`src/rtl/ysyx_24090012_pkg.sv`:
```
// Shared types and constants for the ysyx_24090012 instruction fetch unit.
package ysyx_24090012_pkg;

  // Fetch sequencing: request, wait for data, hand off to IDU, wait for commit.
  typedef enum logic [1:0] {
    REQ      = 2'd0,
    WAIT     = 2'd1,
    SEND     = 2'd2,
    WAIT_NPC = 2'd3
  } ifu_state_t;

  // addi x0, x0, 0 -- delivered in place of a fetch from a misaligned PC.
  localparam logic [31:0] INST_NOP         = 32'h0000_0013;
  localparam logic [31:0] RESET_PC_DEFAULT = 32'h8000_0000;

endpackage

```
`src/rtl/ysyx_24090012_ifu_if.sv`:
```
// Bundle of the IFU's memory, IDU handoff, commit and performance signals.
interface ysyx_24090012_ifu_if;

  logic        mem_req_valid;
  logic        mem_req_ready;
  logic [31:0] mem_req_addr;
  logic        mem_resp_valid;
  logic [31:0] mem_resp_data;
  logic        mem_resp_err;
  logic        ifu_valid;
  logic        idu_ready;
  logic [31:0] inst;
  logic [31:0] pc;
  logic        fetch_err;
  logic        npc_valid;
  logic [31:0] npc;
  logic [31:0] perf_fetch_cnt;

  // The IFU side drives requests and the IDU payload.
  modport master (
    output mem_req_valid, mem_req_addr,
    input  mem_req_ready,
    input  mem_resp_valid, mem_resp_data, mem_resp_err,
    output ifu_valid, inst, pc, fetch_err,
    input  idu_ready,
    input  npc_valid, npc,
    output perf_fetch_cnt
  );

  // Memory, IDU and commit stage seen from the surrounding core.
  modport slave (
    input  mem_req_valid, mem_req_addr,
    output mem_req_ready,
    output mem_resp_valid, mem_resp_data, mem_resp_err,
    input  ifu_valid, inst, pc, fetch_err,
    output idu_ready,
    output npc_valid, npc,
    input  perf_fetch_cnt
  );

endinterface

```
`src/rtl/ysyx_24090012_ifu.sv`:
```
// Instruction fetch unit: one instruction in flight, fetched from memory,
// handed to the IDU, then held until commit supplies the next PC.
module ysyx_24090012_ifu
  import ysyx_24090012_pkg::*;
#(
  parameter logic [31:0] RESET_PC = RESET_PC_DEFAULT
) (
  input  logic                        clk,
  input  logic                        rst,
  ysyx_24090012_ifu_if.master         bus
);

  ifu_state_t  state_q;
  logic [31:0] pc_q;
  logic [31:0] inst_q;
  logic        fetchErr_q;
  logic [31:0] perfCnt_q;
  logic [31:0] perfCnt_d;

  // Delivered-instruction counter simply wraps at 32 bits.
  assign perfCnt_d = perfCnt_q + 32'd1;

  // Every output is either a state decode or a register, never an input.
  assign bus.mem_req_valid  = (state_q == REQ);
  assign bus.mem_req_addr   = pc_q;
  assign bus.ifu_valid      = (state_q == SEND);
  assign bus.inst           = inst_q;
  assign bus.pc             = pc_q;
  assign bus.fetch_err      = fetchErr_q;
  assign bus.perf_fetch_cnt = perfCnt_q;

  // Fetch FSM together with the PC, instruction, fault and counter registers.
  always_ff @(posedge clk or negedge rst) begin
    if (!rst) begin
      state_q    <= REQ;
      pc_q       <= RESET_PC;
      inst_q     <= '0;
      fetchErr_q <= 1'b0;
      perfCnt_q  <= '0;
    end else begin
      case (state_q)
        REQ: begin
          if (bus.mem_req_ready) state_q <= WAIT;
        end
        WAIT: begin
          if (bus.mem_resp_valid) begin
            inst_q     <= bus.mem_resp_data;
            fetchErr_q <= bus.mem_resp_err;
            state_q    <= SEND;
          end
        end
        SEND: begin
          if (bus.idu_ready) begin
            perfCnt_q <= perfCnt_d;
            state_q   <= WAIT_NPC;
          end
        end
        WAIT_NPC: begin
          if (bus.npc_valid) begin
            pc_q <= bus.npc;
            if (bus.npc[1:0] == 2'b00) begin
              state_q <= REQ;
            end else begin
              inst_q     <= INST_NOP;
              fetchErr_q <= 1'b1;
              state_q    <= SEND;
            end
          end
        end
        default: state_q <= REQ;
      endcase
    end
  end

  // A commit pulse while no instruction is awaiting one indicates a core bug.
  npcOnlyInWaitNpc: assert property (@(posedge clk) disable iff (!rst)
    bus.npc_valid |-> (state_q == WAIT_NPC));

endmodule

```
`src/flat_wrapper.sv`:
```
// flat-port wrapper written by rule: the top's interface ports become plain ports
module ysyx_24090012_ifu_flat import ysyx_24090012_pkg::*;
#(
  parameter logic [31:0] RESET_PC = RESET_PC_DEFAULT
)
  (clk, rst, bus_mem_req_valid, bus_mem_req_addr, bus_mem_req_ready, bus_mem_resp_valid, bus_mem_resp_data, bus_mem_resp_err, bus_ifu_valid, bus_inst, bus_pc, bus_fetch_err, bus_idu_ready, bus_npc_valid, bus_npc, bus_perf_fetch_cnt);
  ysyx_24090012_ifu_if bus_i ();
  input  logic clk;
  input  logic rst;
  output wire logic [$bits(bus_i.mem_req_valid)-1:0] bus_mem_req_valid;
  output wire logic [$bits(bus_i.mem_req_addr)-1:0] bus_mem_req_addr;
  input wire logic [$bits(bus_i.mem_req_ready)-1:0] bus_mem_req_ready;
  input wire logic [$bits(bus_i.mem_resp_valid)-1:0] bus_mem_resp_valid;
  input wire logic [$bits(bus_i.mem_resp_data)-1:0] bus_mem_resp_data;
  input wire logic [$bits(bus_i.mem_resp_err)-1:0] bus_mem_resp_err;
  output wire logic [$bits(bus_i.ifu_valid)-1:0] bus_ifu_valid;
  output wire logic [$bits(bus_i.inst)-1:0] bus_inst;
  output wire logic [$bits(bus_i.pc)-1:0] bus_pc;
  output wire logic [$bits(bus_i.fetch_err)-1:0] bus_fetch_err;
  input wire logic [$bits(bus_i.idu_ready)-1:0] bus_idu_ready;
  input wire logic [$bits(bus_i.npc_valid)-1:0] bus_npc_valid;
  input wire logic [$bits(bus_i.npc)-1:0] bus_npc;
  output wire logic [$bits(bus_i.perf_fetch_cnt)-1:0] bus_perf_fetch_cnt;
  assign bus_mem_req_valid = bus_i.mem_req_valid;
  assign bus_mem_req_addr = bus_i.mem_req_addr;
  assign bus_i.mem_req_ready = bus_mem_req_ready;
  assign bus_i.mem_resp_valid = bus_mem_resp_valid;
  assign bus_i.mem_resp_data = bus_mem_resp_data;
  assign bus_i.mem_resp_err = bus_mem_resp_err;
  assign bus_ifu_valid = bus_i.ifu_valid;
  assign bus_inst = bus_i.inst;
  assign bus_pc = bus_i.pc;
  assign bus_fetch_err = bus_i.fetch_err;
  assign bus_i.idu_ready = bus_idu_ready;
  assign bus_i.npc_valid = bus_npc_valid;
  assign bus_i.npc = bus_npc;
  assign bus_perf_fetch_cnt = bus_i.perf_fetch_cnt;
  ysyx_24090012_ifu #(.RESET_PC(RESET_PC)) u_core (.clk(clk), .rst(rst), .bus(bus_i));
endmodule
```
`config.mk`:
```
export PLATFORM = sky130hd
export DESIGN_NAME = ysyx_24090012_ifu_flat
export DESIGN_NICKNAME = d
export VERILOG_FILES = /design/src/rtl/ysyx_24090012_pkg.sv /design/src/rtl/ysyx_24090012_ifu_if.sv /design/src/rtl/ysyx_24090012_ifu.sv /design/src/flat_wrapper.sv
export SDC_FILE = /design/constraint.sdc
export NUM_CORES = 1
export LEC_CHECK = 0
export ABC_AREA = 1
export CELL_PAD_IN_SITES_DETAIL_PLACEMENT = 0
export CELL_PAD_IN_SITES_GLOBAL_PLACEMENT = 1
export CORE_MARGIN = 8
export CORE_UTILIZATION = 32
export CTS_CLUSTER_SIZE = 28
export DETAILED_ROUTE_END_ITERATION = 16
export PLACE_DENSITY = 0.79
export SLEW_MARGIN = 20
export SYNTH_ARGS = -nofsm -noshare
export SYNTH_HDL_FRONTEND = slang
export SYNTH_SLANG_ARGS = --single-unit
```
`constraint.sdc`:
```
create_clock -name clk -period 2 [get_ports clk]
set_clock_uncertainty 0.05 [all_clocks]
set_input_delay 0.4 -clock clk [delete_from_list [all_inputs] [get_ports clk]]
set_output_delay 0.4 -clock clk [all_outputs]
set_load 0.01 [all_outputs]
```
Yosys cells after proc, flatten, opt, wreduce, memory -nomap -nowiden

Index checks and enable logic that the tools add are counted.

Flip-flop bits (word level): 99
Bits of input ports: 71
Output and inout bits: 131
Word-level logic and storage cells: 35

Add/subtract/negate cells: 1
Equal/unequal tests: 8
Mux-type cells: 14
Reduce and logical (&&, ||, !) cells: 7

Operators with widths:

| cell                    | number |
|---|---|
| $mux W32                | 3 |
| $pmux W32 S2            | 1 |
| $add A32 B1 Y32 const B | 1 |
| $mux W2                 | 5 |
| $pmux W2 S4             | 1 |
| $reduce_and A4 Y1       | 2 |
| $ne A2 B2 Y1 const B    | 3 |
| $eq A2 B2 Y1 const B    | 2 |
| $logic_not A2 Y1        | 2 |
| $ne A2 B1 Y1 const B    | 2 |
| $reduce_and A2 Y1       | 2 |
| $mux W1                 | 3 |
| $eq A2 B1 Y1 const B    | 1 |
| $pmux W1 S2             | 1 |
| $reduce_bool A2 Y1      | 1 |

Longest topological paths before layout

Word-level depth: 4
Depth in mapped cells: 9

Worst setup path before layout

OpenSTA, ideal clock, no wires.

Kind: reg-to-reg
Start: register u_core.perfCnt_q[0], in the netlist u_core.bus.perf_fetch_cnt[0]
End: register u_core.perfCnt_q[24], in the netlist u_core.bus.perf_fetch_cnt[24]
Arrival: 1373 ps
Data required time: 1833 ps
Setup slack: 460 ps
Cell stages (with the launch flop): 9
Path buffers: 0
Clock period less this slack: 1540 ps
Path through: dfrtp_1 ha_1 nand3_1 nor2_4 nand3_2 nor2_4 nand2_1 nand2_1 nand2_1

Cells in the longest elaborated chain, start to end: 1

RTL lines:

| element                | RTL line                | text |
|---|---|---|
| start, declared        | ysyx_24090012_ifu.sv:17 | `logic [31:0] perfCnt_q;` |
| start signal, assigned | ysyx_24090012_ifu.sv:54 | `perfCnt_q <= perfCnt_d;` |
| $add A32 B1 Y32        | ysyx_24090012_ifu.sv:21 | `assign perfCnt_d = perfCnt_q + 32'd1;` |

No other way between the ends.
A chain may end at the register's enable or synchronous reset.

Worst setup path in the final report

Start: register u_core.perfCnt_q[21], in the netlist u_core.bus.perf_fetch_cnt[21]
End: output port bus_perf_fetch_cnt[21]

RTL lines:

| element       | RTL line           | text |
|---|---|---|
| end, declared | flat_wrapper.sv:23 | `output wire logic [$bits(bus_i.perf_fetch_cnt)-1:0] bus_perf_fetch_cnt;` |

No word-level cell between the ends.

==> flow_summary.toml <==
[power_and_ir_drop]
p_per_area_mw_per_mm2 = 1300
clkPwrFrac = 0.178
seqPwrFrac = 0.346
p_sw_uw = 3130
combPwrFrac = 0.476
vdd_ir_drop_max_v = 0.000585
p_int_uw = 6070
p_leak_uw = 0.00315
p_sw_frac = 0.340

[timing]
period_needed_ps = 1890
relSlewSlack = 0.638
setup_viol = 0
tightest_slew_ps = 543
final.period_utilization = 0.943
fin_hold_ws_ps = 433
clock.fmax_ghz = 0.530
drv_slew = 0
tns_ps = 0
finalHoldViolCount = 0
grt_setup_unrepaired = "no"

[setup_path]
required_ps = 1550
r2r_slack_ps = 230
worstPathMaxFanout = 6
r2r_start = "u_core.bus.perf_fetch_cnt[0]"
path_cells = "clkdlybuf4s50_1"
r2r_end = "u_core.bus.perf_fetch_cnt[24]"
max_stage_delay_ps = 600
critical_path_class = "reg2out"
r2r_cells = 8
worst_setup_path_start_kind = "register"
cp-end-kind = "output port"
crit_slowest_cell = "clkdlybuf4s50_1"
worstPathArrival_ps = 1440
worst-path-buf-inv = 1
cpLargestDelayFamily = "buffers and inverters"

[finish]
areaGrowthSynthToFinish_pct = 49.0
drive_above_1_share = 0.135
fin_nets = 733
diodes = 0

[floorplanning]
num_io_pins = 202
rows = 44
die_w_um = 138
die_y_um = 138
initial_utilization = 0.328
core_area_mm2 = 0.0145
die_area_mm2 = 0.0191

[min_path]
hold_path_depth = 2
hold_path_class = "reg2reg"
hp-start = "u_core.bus.inst[22]"
holdPathEnd = "u_core.bus.inst[22]"

[yosys]
synth_area_per_cell_um2 = 9.97
yosys_warnings = 0
synth_nets = 550
syn_area_mm2 = 0.00477
ys_types = 37
ys_seq_area_frac = 0.520
synth-seq-cells = 99
synthCells = 478

[placement]
hpwl_mm = 10.7
port_buffers = 201
place.gp.congestion = 0.838

[routing]
drtIter0Drc = 150
remaining_drc_errors = 0
firstDrtPassIters = 4
viasPerCell = 4.50
wirelength_mm = 13.5
ant_nets = 0
vias = 3825
wl_per_cell_um = 15.8

[grt]
grt_pass1_wl_mm = 22.3
grt_pass1_vias = 4093
grt.total_usage = 0.142
grt_max_degree = 40
antenna_found_initial = 0
grt_overflow = 0

[clock_network]
clock_sinks = 99
path_clk_slew_ps = 70
htree_levels = 3
clkLatencyLatePin_ps = 340
clockRootBuffer = "clkbuf_16"
cts_tree = "built"
clockBufferDepth = 2
numCtsBuffers = 9

[flow_run]
drv_cap = 0

[outcome]
status = "complete, no violations"
## timing repair
action | CTS | global route
setup endpoints to repair | 2 | 1
gates resized for setup | 2 | 1
hold endpoints to repair | 11 | 0
setup buffers | 1 | 0
hold buffers | 1 | 0
## synthesized netlist by cell type (all sizes together)
library cell	instances	share of area
dfstp	1	0.0055
nand2	126	0.10
dfrtp	98	0.51
nand3b	6	0.0095
nor3	9	0.012
nor3b	2	0.0055
mux2	30	0.087
a31oi	1	0.0013
o21ai	31	0.037
nor2	42	0.042
inv	36	0.028
a21oi	5	0.0084
nand4	8	0.011
xnor2	11	0.020
nand3	14	0.018
clkbuf	2	0.0016
ha	1	0.0026
buf	42	0.069
xor2	9	0.017
a22o	3	0.0055
a31o	1	0.0018
## how the worst max path moves through the flow
| stage | depth (start not counted) | slack [ps] | start | endpoint |
|---|---|---|---|---|
| after detailed placement | 8 | 30 | bus_idu_ready | u_core.bus.perf_fetch_cnt[24] |
| after global routing | 8 | 50 | u_core.bus.perf_fetch_cnt[0] | u_core.bus.perf_fetch_cnt[22] |
| final | 1 | 110 | u_core.bus.perf_fetch_cnt[21] | bus_perf_fetch_cnt[21] |
| after global placement | 8 | 60 | bus_idu_ready | u_core.bus.perf_fetch_cnt[24] |
| after CTS | 4 | 1 | u_core.state_q[0] | bus_ifu_valid |
| after floorplan | 8 | 460 | u_core.bus.perf_fetch_cnt[0] | u_core.bus.perf_fetch_cnt[24] |
## cell usage in the layout (no fill, tap or decap), types with 11 or more instances in the layout
master | Yosys | layout
mux2_4 | 20 | 20
nand3_1 | 12 | 12
dfrtp_1 | 98 | 97
xnor2_1 | 11 | 11
nor2_1 | 33 | 33
clkdlybuf4s50_1 | 0 | 198
buf_4 | 32 | 12
nand2_1 | 122 | 122
inv_1 | 32 | 32
o21ai_0 | 24 | 24
## state kept, by name (all words and copies together), names as in the netlist
register / flops
u_core.bus.inst: 32
u_core.state_q: 2
u_core.bus.fetch_err: 1
u_core.bus.mem_req_addr: 32
u_core.bus.perf_fetch_cnt: 32
## power groups by stage
stage / clock network [uW] / registers, uW / logic [uW]
final: 1640 / 3190 / 4380
after global routing: 1770 / 3290 / 4720
after global placement: 0 / 3190 / 4390
after floorplan: 0 / 3410 / 2100
after CTS: 1710 / 3210 / 4460
after detailed placement: 0 / 3230 / 4430
## final cells by class
class / instances / area [um^2]
inverters: 36 / 135
clock buffers: 9 / 225
clock inverters: 7 / 50.0
well taps: 184 / 230
fillers: 1364 / 7430
flip-flops and latches: 99 / 2480
repair buffers: 216 / 2160
multi-input cells: 299 / 1820
## kinds of logic (layout without fill, tap and decap cells)
group / after synthesis / after routing / synth area share
XOR/XNOR: 20 / 20 / 0.0368
AO/OA/AOI/OAI: 41 / 41 / 0.0543
buffers and inverters: 80 / 268 / 0.0987
multiplexers: 30 / 30 / 0.0866
adder cells (fa/ha/maj): 1 / 1 / 0.00262
AND/OR/NAND/NOR: 207 / 207 / 0.201
flip-flops: 99 / 99 / 0.520
## stage by stage
stage	total power, uW	cells	util	cell area, um^2	setup slack [ps]
2_1_floorplan	5510	478	-	4770	460
3_3_place_gp	7570	832	0.468	6810	59.8
3_5_place_dp	7660	832	0.468	6810	30.7
4_1_cts	9380	850	0.488	7100	1.30
5_1_grt	9790	850	0.489	7100	52.1
6_report	9200	850	0.489	7100	113
## metal layers
metal | vias up | global-route usage | routed length, um
met5 | - | 0 | 0
met4 | 0 | 0.0446 | 170
li1 | 1871 | - | -
met2 | 144 | 0.234 | 6430
met1 | 1799 | 0.162 | 5660
met3 | 11 | 0.0634 | 1210
(Power assumes the default switching activity.)
